==> src/rtl/clk_div_prog.sv <==
// Programmable clock divider with duty control and a one-deep
// configuration buffer applied only on period boundaries.
// Ports: clk_sig/rst_sig (async high), en_sig run enable,
//   cfg_valid/cfg_ready/cfg_num/cfg_duty config handshake,
//   cnt_sig phase counter, div_sig divided output,
//   tick_sig period-start pulse.
module clk_div_prog #(
  parameter int WIDTH        = 8,
  parameter int DEFAULT_NUM  = 4,
  parameter int DEFAULT_DUTY = 2
) (
  input  logic             clk_sig,
  input  logic             rst_sig,
  input  logic             en_sig,
  input  logic             cfg_valid,
  input  logic [WIDTH-1:0] cfg_num,
  input  logic [WIDTH-1:0] cfg_duty,
  output logic             cfg_ready,
  output logic [WIDTH-1:0] cnt_sig,
  output logic             div_sig,
  output logic             tick_sig
);

  typedef enum logic {
    IDLE = 1'b0,
    RUN  = 1'b1
  } state_t;

  localparam logic [WIDTH-1:0] ZERO = '0;
  localparam logic [WIDTH-1:0] ONE  = WIDTH'(1);
  localparam logic [WIDTH-1:0] TWO  = WIDTH'(2);
  localparam logic [WIDTH-1:0] NUM_RST  = WIDTH'(DEFAULT_NUM);
  localparam logic [WIDTH-1:0] DUTY_RST = WIDTH'(DEFAULT_DUTY);

  state_t           state_q, state_d;
  logic [WIDTH-1:0] num_act_q, num_act_d;
  logic [WIDTH-1:0] duty_act_q, duty_act_d;
  logic [WIDTH-1:0] num_pend_q, num_pend_d;
  logic [WIDTH-1:0] duty_pend_q, duty_pend_d;
  logic             pend_q, pend_d;
  logic [WIDTH-1:0] cnt_q, cnt_d;
  logic             div_q, div_d;
  logic             tick_q, tick_d;

  logic             take;
  logic             wrap;
  logic             bound;
  logic             apply;
  logic [WIDTH-1:0] num_clamp;
  logic [WIDTH-1:0] duty_clamp;
  logic [WIDTH-1:0] duty_eff;
  logic [WIDTH-1:0] cnt_inc;

  assign cfg_ready = ~pend_q;
  assign cnt_sig   = cnt_q;
  assign div_sig   = div_q;
  assign tick_sig  = tick_q;

  assign num_clamp  = (cfg_num < TWO) ? TWO : cfg_num;
  assign duty_clamp = (cfg_duty > num_clamp) ? num_clamp
                                             : cfg_duty;

  assign take    = cfg_valid & ~pend_q;
  assign wrap    = (state_q == RUN) &&
                   (cnt_q == num_act_q - ONE);
  // Disabled, start and wrap edges are the only
  // points where the active setting may change.
  assign bound   = ~en_sig | (state_q == IDLE) | wrap;
  assign apply   = bound & pend_q;
  assign duty_eff = apply ? duty_pend_q : duty_act_q;
  assign cnt_inc = cnt_q + ONE;

  always_comb begin
    state_d     = state_q;
    num_act_d   = num_act_q;
    duty_act_d  = duty_act_q;
    num_pend_d  = num_pend_q;
    duty_pend_d = duty_pend_q;
    pend_d      = pend_q;
    cnt_d       = cnt_q;
    div_d       = div_q;
    tick_d      = tick_q;

    if (apply) begin
      num_act_d  = num_pend_q;
      duty_act_d = duty_pend_q;
      pend_d     = 1'b0;
    end

    // take implies pend_q=0, so never collides with apply.
    if (take) begin
      num_pend_d  = num_clamp;
      duty_pend_d = duty_clamp;
      pend_d      = 1'b1;
    end

    unique case (1'b1)
      ~en_sig: begin
        state_d = IDLE;
        cnt_d   = ZERO;
        div_d   = 1'b0;
        tick_d  = 1'b0;
      end
      en_sig & bound: begin
        state_d = RUN;
        cnt_d   = ZERO;
        tick_d  = 1'b1;
        div_d   = (duty_eff != ZERO);
      end
      en_sig & ~bound: begin
        cnt_d  = cnt_inc;
        tick_d = 1'b0;
        div_d  = (cnt_inc < duty_act_q);
      end
      default: ;
    endcase
  end

  always_ff @(posedge clk_sig or posedge rst_sig) begin
    if (rst_sig) begin
      state_q     <= IDLE;
      num_act_q   <= NUM_RST;
      duty_act_q  <= DUTY_RST;
      num_pend_q  <= ZERO;
      duty_pend_q <= ZERO;
      pend_q      <= 1'b0;
      cnt_q       <= ZERO;
      div_q       <= 1'b0;
      tick_q      <= 1'b0;
    end else begin
      state_q     <= state_d;
      num_act_q   <= num_act_d;
      duty_act_q  <= duty_act_d;
      num_pend_q  <= num_pend_d;
      duty_pend_q <= duty_pend_d;
      pend_q      <= pend_d;
      cnt_q       <= cnt_d;
      div_q       <= div_d;
      tick_q      <= tick_d;
    end
  end

endmodule

==> config.mk <==
export PLATFORM = sky130hd
export DESIGN_NAME = clk_div_prog
export DESIGN_NICKNAME = d
export VERILOG_FILES = /design/src/rtl/clk_div_prog.sv
export SDC_FILE = /design/constraint.sdc
export NUM_CORES = 1
export LEC_CHECK = 0
export BUFFER_PORTS_ARGS = -buffer_cell sky130_fd_sc_hd__buf_2
export CORE_UTILIZATION = 45
export CTS_CLUSTER_SIZE = 24
export DETAILED_ROUTE_END_ITERATION = 10
export PLACE_DENSITY_LB_ADDON = 0.2
export SYNTH_ARGS = -nofsm -noshare
export SYNTH_HDL_FRONTEND = slang
export SYNTH_SLANG_ARGS = --single-unit
export TNS_END_PERCENT = 30
==> constraint.sdc <==
create_clock -name clk_sig -period 3.4 [get_ports clk_sig]
set_input_delay 1.02 -clock clk_sig [delete_from_list [all_inputs] [get_ports clk_sig]]
set_output_delay 1.02 -clock clk_sig [all_outputs]
set_load 0.01 [all_outputs]
# --- Word level (Yosys, flattened, before mapping) ---
# Index checks and enable logic that the tools add are counted.
classes:
  n_eq_ne: 1
  n_bitwise: 10
  n_reduce_logical: 9
  n_mux: 9
  add_sub_neg: 2
  n_lt_le_gt_ge: 3
op_table:
  columns: ["operator", "n"]
  rows:
  - ["2-to-1 mux 8 bit", 3]
  - ["one-hot mux 8 bit (2 select lines)", 1]
  - ["adder 8 x 1 -> 8 bit, second input constant", 1]
  - ["equality test 8 bit", 1]
  - ["> comparator 8 bit", 1]
  - ["< comparator 8 x 2 -> 1 bit, second input constant", 1]
  - ["< comparator 8 bit", 1]
  - ["nonzero test 2 bit", 4]
  - ["nonzero test 8 bit", 1]
  - ["subtractor 8 x 1 -> 8 bit, second input constant", 1]
  - ["AND 1 bit", 4]
  - ["inverter 1 bit", 4]
  - ["one-hot mux 1 bit (2 select lines)", 2]
  - ["OR reduction 2 bit", 2]
  - ["one-hot mux 1 bit (3 select lines)", 1]
  - ["nonzero test 3 bit", 1]
  - ["2-to-1 mux 1 bit", 2]
  - ["bitwise OR 1 bit", 2]
  - ["logical AND 1 bit", 1]
word_totals:
  in_bits: 20
  output_inout_bits: 11
  regBits: 44
  word_cells: 43

# --- Longest topological paths before layout ---
# Gate-level depths: netlist (run 1).
depth:
  word_depth: 8
  ltp_mapped: 10
  ltp_nobuf: 10

# --- Worst setup path before layout (run 1) ---
# Ideal clock, no wire load.
synth_timing:
  path_kind: "input port to flip-flop"
  startpoint: "input port cfg_num[4]"
  endpoint: "register duty_pend_q[0]"
  setup_ns: 0.134
  stages: 9
  arrival_ns: 2.740
  required_ns: 3.266
  path_slack_ns: 0.526
  path_buffers: 0
  cell_sequence: "nor4_1 a21oi_1 ha_1 nor2b_1 o21ai_0 a21oi_1 o22ai_2 mux2i_1 o21ai_0"
synth_between:
  elab_chain_cells: 4
synth_lines:
  columns: ["element", "line_no", "rtl"]
  rows:
  - ["from (decl)", "16", "input logic [WIDTH-1:0] cfg_num,"]
  - ["< comparator 8 x 2 -> 1 bit", "59", "assign num_clamp = (cfg_num < TWO) ? TWO : cfg_num;"]
  - ["2-to-1 mux 8 bit (*)", "59", null]
  - ["> comparator 8 bit", "60", "assign duty_clamp = (cfg_duty > num_clamp) ? num_clamp"]
  - ["2-to-1 mux 8 bit (*)", "60", null]
  - ["to (signal assigned)", "135", "duty_pend_q <= duty_pend_d;"]
  - ["to (decl)", "39", "logic [WIDTH-1:0] duty_pend_q, duty_pend_d;"]
# Mark *: on every way between the ends. The rest lies on a longest branch, timed or not.
# A chain may end at the register's enable or synchronous reset.

# --- Worst setup path in the final report (run 1) ---
layout_timing:
  startpoint: "input port cfg_num[4]"
  endpoint: "register duty_pend_q[7]"
# Same word-level chain as after synthesis.

==> results of run 1 <==
[Yosys cell counts (all sizes together), types with 4 or more instances]
| cell type | instances | share of area (%) |
|---|---|---|
| a21o | 6 | 1.9 |
| nor2 | 8 | 1.3 |
| mux2i | 9 | 3.5 |
| nand2 | 22 | 3.2 |
| nor2b | 7 | 1.7 |
| clkbuf | 4 | 0.59 |
| xnor2 | 10 | 3.4 |
| nor4 | 7 | 2.0 |
| dfrtp | 42 | 41 |
| o21ai | 20 | 3.9 |
| mux2 | 17 | 9.0 |
| nand3 | 9 | 1.8 |
| a21oi | 8 | 1.7 |
| xor2 | 5 | 1.7 |
| inv | 21 | 3.1 |
| ha | 17 | 8.3 |
[per-stage QoR]
| stage | cell area, um2 | cells |
|---|---|---|
| 2_1_floorplan | 2550 | 241 |
| 3_3_place_gp | 2780 | 342 |
| 3_5_place_dp | 2780 | 342 |
| 4_1_cts | 2860 | 350 |
| 5_1_grt | 2860 | 350 |
| 6_report | 2860 | 350 |
[area by class of cell]
| class | count | area (um2) | area share [%] |
|---|---|---|---|
| Clock inverter | 1 | 5.00 | 0.175 |
| Tap cell | 72 | 90.1 | 3.15 |
| Multi-Input combinational cell | 169 | 1320 | 45.9 |
| Sequential cell | 44 | 1100 | 38.5 |
| Timing Repair Buffer | 36 | 195 | 6.82 |
| Inverter | 21 | 78.8 | 2.75 |
| Clock buffer | 7 | 76.3 | 2.66 |
[worst max-delay path: cells and delay by family]
kind,cells,cell delay (ns)
and+or+nand+nor,2,0.51
buffers and inverters,2,0.31
AOI/OAI and AO/OA,5,0.59
adders and majority gates,1,0.31
muxes,1,0.19
[flip-flops by register name, summed over array words and instances, names as in the netlist]
| name | flops |
|---|---|
| tick_sig | 1 |
| duty_act_q | 8 |
| pend_q | 1 |
| state_q | 1 |
| num_act_q | 8 |
| num_pend_q | 8 |
| duty_pend_q | 8 |
| div_sig | 1 |
| cnt_sig | 8 |
[placed cells by master (no fill, tap or decap), types with 2 or more instances in the layout]
cell and count:
sky130_fd_sc_hd__nor4_1 6, sky130_fd_sc_hd__o21ai_0 20, sky130_fd_sc_hd__inv_1 20, sky130_fd_sc_hd__a21o_1 4, sky130_fd_sc_hd__nor2b_1 7, sky130_fd_sc_hd__nand2_1 22, sky130_fd_sc_hd__nor2_1 7, sky130_fd_sc_hd__nand4_1 2
sky130_fd_sc_hd__xnor2_1 10, sky130_fd_sc_hd__mux2i_1 9, sky130_fd_sc_hd__a21oi_1 7, sky130_fd_sc_hd__clkbuf_1 2, sky130_fd_sc_hd__buf_4 6, sky130_fd_sc_hd__nand3_1 9, sky130_fd_sc_hd__dfstp_2 2, sky130_fd_sc_hd__and3_1 3
sky130_fd_sc_hd__o21a_1 2, sky130_fd_sc_hd__ha_1 17, sky130_fd_sc_hd__mux2_4 10, sky130_fd_sc_hd__a21o_2 2, sky130_fd_sc_hd__dfrtp_1 42, sky130_fd_sc_hd__xor2_1 5, sky130_fd_sc_hd__nor3_1 2, sky130_fd_sc_hd__mux2_2 7
sky130_fd_sc_hd__clkbuf_8 5, sky130_fd_sc_hd__buf_2 30
[worst paths after layout]
path / start / to / slack (ns) / cells past startpoint
worst max-delay path: cfg_num[4] / duty_pend_q[7] / 0.60 / 11
worst min-delay path: num_pend_q[5] / num_pend_q[5] / 0.49 / 2
worst max register to register: num_act_q[0] / duty_act_q[3] / 0.65 / 9
worst min register to register: num_pend_q[5] / num_pend_q[5] / 0.49 / 2
max in group asynchronous: rst_sig / duty_act_q[1] / 2.02 / 3
min in group asynchronous: rst_sig / num_act_q[3] / 0.72 / 2
[power groups by stage]
stage	Sequential (W)	Combinational [W]	Clock [W]
floorplan	0.000848	0.000678	0
global placement	0.000903	0.000794	0
global route	0.000925	0.000905	0.000347
detailed placement	0.000909	0.000810	0
finish	0.000894	0.000805	0.000309
CTS	0.000898	0.000813	0.000320
[cell families after synthesis]
family	count (synthesis)	synth area share, %
AO/OA/AOI/OAI	46	11.9
XOR/XNOR	15	5.15
adder cells (fa/ha/maj)	17	8.34
buffers and inverters	28	5.20
flip-flops	44	43.3
multiplexers	26	12.5
AND/OR/NAND/NOR	65	13.7
[layer usage]
layer  routed length, um  share of wire, %  vias up
met4                  71               1.5        0
met2                2320                48       33
li1                    -                 -      913
met1                2350                48      847
met3                 145               3.0        7
met5                   0                 0        -
==> run_results.csv, run 1 <==
group,metric,value,unit
synthesis,syn_avg_cell_area,10.6,um2
critical_path,critPathRequiredTime,3.54,ns
power_and_ir_drop,peakVddDrop,0.319,mV
cells_and_area,drive_gt1_share,25.5,%
power_and_ir_drop,comb_power_share,40.1,%
power_and_ir_drop,total_power,0.00201,W
synthesis,synth-seq-area-share,43.3,%
cells_and_area,nFillCells,515,
clocking,h-tree-depth,2,
global_routing,grt_use_met2,29.9,%
global_routing,top_usage_layer,"met2",
timing,rsz0062_at_grt,"false",
clocking,post_cts_resized,0,
detailed_routing,detail_route.drc_violations,0,
worst_hold_path,timing.hold.worst.class,"flip-flop to flip-flop",
power_and_ir_drop,power.switching_fraction,36.5,%
clocking,numCtsBuffers,5,
power_and_ir_drop,seq_power_share,44.5,%
synthesis,post_synth_instance_area,0.00255,mm2
clocking,insertion_delay,0.29,ns
synthesis,synth.distinct_cells,44,
timing,clock_tree_skew_after_final_layout,0.00609,ns
placement,io_buffer_count,30,
flow_run,cap_viol_max_count,0,
global_routing,globalRouteMet1Util,25.0,%
synthesis,synth_enable_flop_cells,0,
synthesis,mappedNetlistNets,278,
placement,dpl.hpwl,3930,um
synthesis,postSynth.topFlopCell,"sky130_fd_sc_hd__dfrtp_1",
synthesis,ys_ff_latch,44,
floorplan,initial_core_util,46.6,%
critical_path,critPathSlowestCell,"sky130_fd_sc_hd__nor4_1",
detailed_routing,vias,1800,
synthesis,synth-async-reset-ratio,100,%
detailed_routing,drtAntennaViolNets,0,
power_and_ir_drop,intPower,0.00128,W
run_status,run_status,"complete, no violations",
timing,max_freq,357,MHz
floorplan,floorplan.rows,27,
floorplan,floorplan.die.height,77.3,um
clocking,cts_tree,"yes",
floorplan,fp.dieW,77.3,um
timing,sum_of_negative_setup_slack,0,ns
cells_and_area,n_antenna_cell,0,
critical_path,timing.setup.critical_path_class,"input port to flip-flop",
clocking,post_cts_buffers,0,
clocking,cts.sink_count,44,
global_routing,grt_start_max_net_pins,22,
floorplan,ios,31,
timing,layout_worst_path_cycle_share,82.4,%
timing,setup-violations-final,0,
critical_path,critPathMaxFanout,8,
critical_path,critical_path_at,2.94,ns
critical_path,timing.critical_path.to_type,"flip-flop",
critical_path,timing.critical_path.from_type,"input port",
power_and_ir_drop,pwr_density_cell,701,mW/mm2
floorplan,die_area,0.00597,mm2
timing,final-hold-violation-count,0,
global_routing,global_route.usage.met3,3.21,%
placement,dp_slack,0.301,ns
detailed_routing,wire_per_inst,13.9,um
global_routing,grt-ovfl-total,0,
global_routing,first_global_vias,1738,
power_and_ir_drop,power.share.clock,15.4,%
global_routing,gr-usage-all-layers,18.5,%
timing,finalCriticalPeriod,2.80,ns
timing,worst-slew-pin-transition,0.636,ns
detailed_routing,first_iter_violations,75,
synthesis,yosys_warnings,0,
critical_path,timing.critical_path.slowest_cell_delay,0.38,ns
synthesis,synthCells,241,
timing,final_max_slew_viol_count,0,
global_routing,grt_antenna_before_repair,0,
floorplan,fp.coreArea,0.00547,mm2
clocking,cts_hold_buf,0,
detailed_routing,detailedRoute.firstPassIterationCount,4,
clocking,clk_pin_slew_worst_setup_hold_paths,0.07,ns
critical_path,path_cells,"buf_2, nor4_1, a21oi_1, ha_1, nor2b_1, o21ai_0, a21oi_1, o22ai_2, buf_4, mux2i_1, o21ai_0",
power_and_ir_drop,netSwitchingPower,0.000732,W
clocking,clockBufferDepth,2,
power_and_ir_drop,total_leakage_power,1.44,nW
timing,finalWorstSetupSlack,0.599,ns
cells_and_area,area_growth_syn_to_layout,12.3,%
detailed_routing,route.final.wire_length,4880,um
global_routing,grt_first_pass_wirelength,8490,um
cells_and_area,nets,314,
timing,holdWs,0.487,ns
timing,slew_headroom,57.4,%
detailed_routing,detail_route.vias_per_cell,5.14,
cells_and_area,postLayoutCoreUtil,52.3,%
placement,gp_congestion,0.758,
clocking,clk_root_buffer_cell,"sky130_fd_sc_hd__clkbuf_8",
Note: power is estimated with default switching activity, not from simulation.
==> inputs of run 2 (changes only) <==
- clock period: 3.4 -> 2.9 ns (I/O delays scaled with it)
==> run 2 against run 1 <==
Final cell count grew 1.4%. Highest routed layer unchanged. Via count is 2.4% higher. Critical endpoint is now duty_pend_q[2]. First-iteration DRC count fell by 36%. Clock-buffer cell count is the same. Utilization increased by 1.7 points. Design area is 3.3% higher. Combinational power up 23%.
==> run_results.csv, run 2 (synthesis results as in run 1) <==
group,metric,value,unit
detailed_routing,detail_route.drc_violations,0,
global_routing,grt-ovfl-total,0,
clocking,cts_tree,"yes",
placement,io_buffer_count,30,
floorplan,floorplan.rows,27,
power_and_ir_drop,total_leakage_power,1.49,nW
detailed_routing,detailedRoute.firstPassIterationCount,4,
clocking,post_cts_buffers,0,
clocking,cts_hold_buf,0,
critical_path,critPathMaxFanout,4,
critical_path,timing.critical_path.to_type,"flip-flop",
timing,final_max_slew_viol_count,0,
critical_path,path_cells,"buf_2, nor4_1, a21oi_1, ha_1, nor2b_1, o21ai_0, a21oi_1, o22ai_2, buf_4, mux2i_1, o21ai_0",
floorplan,ios,31,
detailed_routing,drtAntennaViolNets,0,
global_routing,globalRouteMet1Util,23.4,%
global_routing,gr-usage-all-layers,18.2,%
cells_and_area,layout.cells.most_common_list,"sky130_fd_sc_hd__dfrtp_1, sky130_fd_sc_hd__buf_2, sky130_fd_sc_hd__nand2_1",
floorplan,fp.dieW,77.3,um
cells_and_area,final_common_cell,"sky130_fd_sc_hd__dfrtp_1",
placement,gp_congestion,0.750,
clocking,h-tree-depth,2,
timing,final-hold-violation-count,0,
clocking,clockBufferDepth,2,
global_routing,grt_start_max_net_pins,21,
cells_and_area,nets,319,
detailed_routing,detail_route.vias_per_cell,5.19,
global_routing,global_route.usage.met3,2.98,%
timing,sum_of_negative_setup_slack,0,ns
cells_and_area,drive_gt1_share,27.6,%
worst_hold_path,timing.hold.worst.class,"flip-flop to flip-flop",
detailed_routing,wire_per_inst,13.8,um
power_and_ir_drop,pwr_density_cell,860,mW/mm2
global_routing,grt_use_met2,29.9,%
clocking,clk_root_buffer_cell,"sky130_fd_sc_hd__clkbuf_8",
critical_path,timing.setup.critical_path_class,"input port to flip-flop",
critical_path,critical_path_at,2.74,ns
power_and_ir_drop,peakVddDrop,0.304,mV
critical_path,timing.critical_path.from_type,"input port",
floorplan,initial_core_util,46.6,%
floorplan,fp.coreArea,0.00547,mm2
clocking,clk_pin_slew_worst_setup_hold_paths,0.08,ns
placement,dp_slack,0.0257,ns
timing,finalCriticalPeriod,2.56,ns
detailed_routing,first_iter_violations,48,
timing,worst-slew-pin-transition,0.684,ns
critical_path,critical_path.n_buffers_inverters,2,
critical_path,critPathRequiredTime,3.08,ns
timing,finalWorstSetupSlack,0.337,ns
timing,rsz0062_at_grt,"false",
cells_and_area,area_growth_syn_to_layout,16.0,%
clocking,insertion_delay,0.30,ns
detailed_routing,route.final.wire_length,4900,um
global_routing,top_usage_layer,"met2",
global_routing,grt_antenna_before_repair,0,
flow_run,cap_viol_max_count,0,
floorplan,floorplan.die.height,77.3,um
placement,dpl.hpwl,3880,um
floorplan,die_area,0.00597,mm2
cells_and_area,n_antenna_cell,0,
clocking,post_cts_resized,0,
timing,setup-violations-final,0,
timing,max_freq,390,MHz
global_routing,first_global_vias,1825,
detailed_routing,vias,1844,
global_routing,grt_first_pass_wirelength,8380,um
timing,layout_worst_path_cycle_share,88.4,%
critical_path,crit_family,"compound AO/OA/AOI/OAI gates",
critical_path,critPathSlowestCell,"sky130_fd_sc_hd__nor4_1",
run_status,run_status,"complete, no violations",
timing,slew_headroom,54.1,%
timing,clock_tree_skew_after_final_layout,0.00604,ns
clocking,cts.sink_count,44,
clocking,numCtsBuffers,5,
critical_path,timing.critical_path.slowest_cell_delay,0.38,ns
run 2: changes by cell type in the layout (fill, tap and decap cells not counted):
cell	previous run	this run
sky130_fd_sc_hd__clkbuf_8	5	7
sky130_fd_sc_hd__buf_4	6	10
sky130_fd_sc_hd__clkbuf_1	2	0
sky130_fd_sc_hd__bufinv_16	0	1
sky130_fd_sc_hd__clkinv_2	1	0
sky130_fd_sc_hd__buf_12	0	1
run 2: power breakdown:
group / switching [W] / internal, W
clock network: 0.000210 / 0.000304
registers: 0.000206 / 0.000836
logic: 0.000468 / 0.000521
run 2: path summary, 6_finish.rpt:
path	from	endpoint	slack [ns]	depth (start not counted)
worst max-delay path	cfg_num[4]	duty_pend_q[2]	0.34	11
worst min-delay path	num_pend_q[5]	num_pend_q[5]	0.49	2
worst max register to register	num_act_q[0]	duty_act_q[7]	0.35	9
worst min register to register	num_pend_q[5]	num_pend_q[5]	0.49	2
max in group asynchronous	rst_sig	duty_act_q[1]	1.67	3
min in group asynchronous	rst_sig	cnt_sig[2]	0.58	2
run 2: layer usage:
| metal | up-vias | part of all wire (%) |
|---|---|---|
| met1 | 866 | 48 |
| met2 | 48 | 46 |
| met5 | - | 0 |
| met4 | 0 | 2.8 |
| met3 | 10 | 2.9 |
| li1 | 920 | - |
run 2: cell type report:
type / instances / area [um2]
tap: 72 / 90.1
timing repair buffer: 41 / 245
clock buffer: 7 / 96.3
fill: 530 / 2510
multi-input combinational: 169 / 1320
sequential: 44 / 1100
inverter: 21 / 78.8
clock inverter: 1 / 30.0
run 2: worst min-delay path: stages, from the launching register on:
cell	delay [ns]
sky130_fd_sc_hd__dfrtp_1	0.35
sky130_fd_sc_hd__nand2_1	0.05
sky130_fd_sc_hd__o21ai_0	0.06
run 2: metrics by stage:
stage	std cells	power (W)	utilization [%]	area [um2]	hold WS [ns]
final	355	0.00255	54.1	2960	0.485
after global routing	355	0.00272	54.1	2960	0.518
after CTS	355	0.00257	54.1	2960	0.491
after detailed placement	347	0.00205	51.8	2830	0.473
after global placement	347	0.00202	51.8	2830	0.465
after floorplan	241	0.00179	-	2550	0.444
==> inputs of run 3 (changes only) <==
- clock period: 2.9 -> 2.7 ns (I/O delays scaled with it)
==> run 3 against run 2 <==
Clock-buffer cell count down 1. Sequential share of layout area grew 0.063 points. Clock skew is 0.0012 ns higher. Non-clock buffer count grew 4. Design area fell by 0.17%. Combinational power rose by 10%. Largest power group unchanged. Die area unchanged. Global-route usage grew 0.55 points. Flip-flop and latch count stayed put.
==> run_results.csv, run 3 (synthesis results as in run 1) <==
group,metric,value,unit
timing,clock_tree_skew_after_final_layout,0.00725,ns
worst_hold_path,hold_path_depth,2,
critical_path,critPathRequiredTime,2.92,ns
global_routing,gr-usage-all-layers,18.8,%
power_and_ir_drop,pwr_density_cell,879,mW/mm2
cells_and_area,n_antenna_cell,0,
clocking,clk_root_buffer_cell,"sky130_fd_sc_hd__clkbuf_8",
floorplan,die_area,0.00597,mm2
floorplan,ios,31,
timing,setup-violations-final,0,
critical_path,critPathMaxFanout,5,
timing,max_freq,410,MHz
global_routing,grt_first_pass_wirelength,8670,um
power_and_ir_drop,total_leakage_power,1.49,nW
detailed_routing,first_iter_violations,48,
placement,io_buffer_count,30,
placement,gp_congestion,0.810,
timing,final-hold-violation-count,0,
detailed_routing,vias,1820,
detailed_routing,drtAntennaViolNets,0,
detailed_routing,detail_route.drc_violations,0,
worst_hold_path,hold_start,"num_pend_q[3]",
detailed_routing,wire_per_inst,13.9,um
critical_path,timing.critical_path.from_type,"flip-flop",
worst_hold_path,timing.hold.worst.class,"flip-flop to flip-flop",
critical_path,setup.reg_to_reg.worst_slack,0.26,ns
critical_path,critPathSlowestCell,"sky130_fd_sc_hd__or3b_2",
clocking,h-tree-depth,2,
timing,worst-slew-pin-transition,0.543,ns
critical_path,worst_path_most_repeated_cell,"sky130_fd_sc_hd__ha_1",
clocking,insertion_delay,0.30,ns
placement,dpl.hpwl,3910,um
critical_path,timing.critical_path.to_type,"flip-flop",
clocking,clk_pin_slew_worst_setup_hold_paths,0.08,ns
cells_and_area,nets,323,
cells_and_area,area_growth_syn_to_layout,15.8,%
critical_path,critical_path_at,2.66,ns
floorplan,fp.dieW,77.3,um
clocking,numCtsBuffers,5,
cells_and_area,final-instance-count-excl-fill,359,
clocking,cts_tree,"yes",
global_routing,grt-ovfl-total,0,
clocking,cts_hold_buf,0,
cells_and_area,drive_gt1_share,28.6,%
timing,finalCriticalPeriod,2.44,ns
power_and_ir_drop,peakVddDrop,0.341,mV
global_routing,grt_antenna_before_repair,0,
flow_run,cap_viol_max_count,0,
critical_path,worstReg2RegStart,"cnt_sig[1]",
critical_path,timing.setup.critical_path_class,"flip-flop to flip-flop",
detailed_routing,detail_route.vias_per_cell,5.07,
floorplan,floorplan.die.height,77.3,um
critical_path,worst_setup_path_startpoint,"cnt_sig[1]",
floorplan,initial_core_util,46.6,%
global_routing,first_global_vias,1807,
clocking,post_cts_buffers,0,
placement,number_of_cells_after_detailed_placement,351,
detailed_routing,route.final.wire_length,4980,um
critical_path,path_cells,"ha_1, nand3_1, xnor2_1, ha_1, a21o_1, a211oi_1, a21oi_1, or3b_2, mux2i_1",
detailed_routing,detailedRoute.firstPassIterationCount,4,
critical_path,timing.critical_path.slowest_cell_delay,0.44,ns
cells_and_area,postLayoutCoreUtil,54.0,%
clocking,clockBufferDepth,2,
timing,slew_headroom,63.8,%
clocking,cts.sink_count,44,
floorplan,fp.coreArea,0.00547,mm2
floorplan,floorplan.rows,27,
timing,final_max_slew_viol_count,0,
timing,layout_worst_path_cycle_share,90.3,%
run_status,run_status,"complete, no violations",
critical_path,reg2reg_depth,9,
cells_and_area,final_common_cell,"sky130_fd_sc_hd__dfrtp_1",
timing,rsz0062_at_grt,"false",
cells_and_area,layout.cells.most_common_list,"sky130_fd_sc_hd__dfrtp_1, sky130_fd_sc_hd__buf_2, sky130_fd_sc_hd__nand2_1",
global_routing,grt_start_max_net_pins,45,
==> run 3: changes by cell type in the layout (fill, tap and decap cells not counted), sizes merged <==
cell,delta
clkinvlp,+1
bufinv,-1
clkinv,+1
clkbuf,-1
buf,+4
==> run 3: final cells by class <==
type,instances,area [um2]
Multi-Input combinational cell,169,1320
Clock buffer,6,72.6
Tap cell,72,90.1
Clock inverter,2,12.5
Inverter,21,78.8
Sequential cell,44,1100
Timing Repair Buffer,45,275
Fill cell,534,2520
==> run 3: path summary, 6_finish.rpt <==
path,to
min,num_pend_q[3]
min in group asynchronous,num_act_q[0]
max,div_sig
max in group asynchronous,duty_act_q[1]
min reg2reg,num_pend_q[3]
max reg2reg,div_sig
==> run 3: metrics by stage <==
stage / area [um2] / hold slack, ns / setup TNS, ns / total power [W] / setup slack [ns]
6_report: 2950 / 0.484 / 0 / 0.00260 / 0.261
5_1_grt: 2950 / 0.518 / 0 / 0.00281 / 0.0576
4_1_cts: 2950 / 0.488 / 0 / 0.00263 / 0.213
3_3_place_gp: 2860 / 0.465 / -0.0203 / 0.00219 / -0.0106
2_1_floorplan: 2550 / 0.444 / 0 / 0.00192 / 0.0365
3_5_place_dp: 2860 / 0.470 / -0.624 / 0.00222 / -0.104
==> run 3: metal layers <==
metal	GRT usage, %	up-vias	wire, um
met2	31.1	26	2360
met4	5.66	0	68
met1	25.0	851	2430
li1	-	937	-
met5	0	-	0
met3	3.21	6	118
==> run 3: critical path: cells and delay by family (launching register included) <==
family	cells	cell delay [ns]
flops	1	0.42
compound gates	3	0.49
fa+ha+maj	2	0.51
simple gates	2	0.57
xor+xnor	1	0.23
mux	1	0.15
==> run 3: power breakdown <==
| group | leakage (nW) | internal, W | switching [W] |
|---|---|---|---|
| clock network | 0.0412 | 0.000181 | 0.000223 |
| registers | 0.549 | 0.000898 | 0.000204 |
| logic | 0.899 | 0.000575 | 0.000515 |
==> run 3: timing repair <==
action	in CTS	in global routing
setup endpoints to repair	0	1
hold endpoints to repair	0	0
resized for setup	0	1
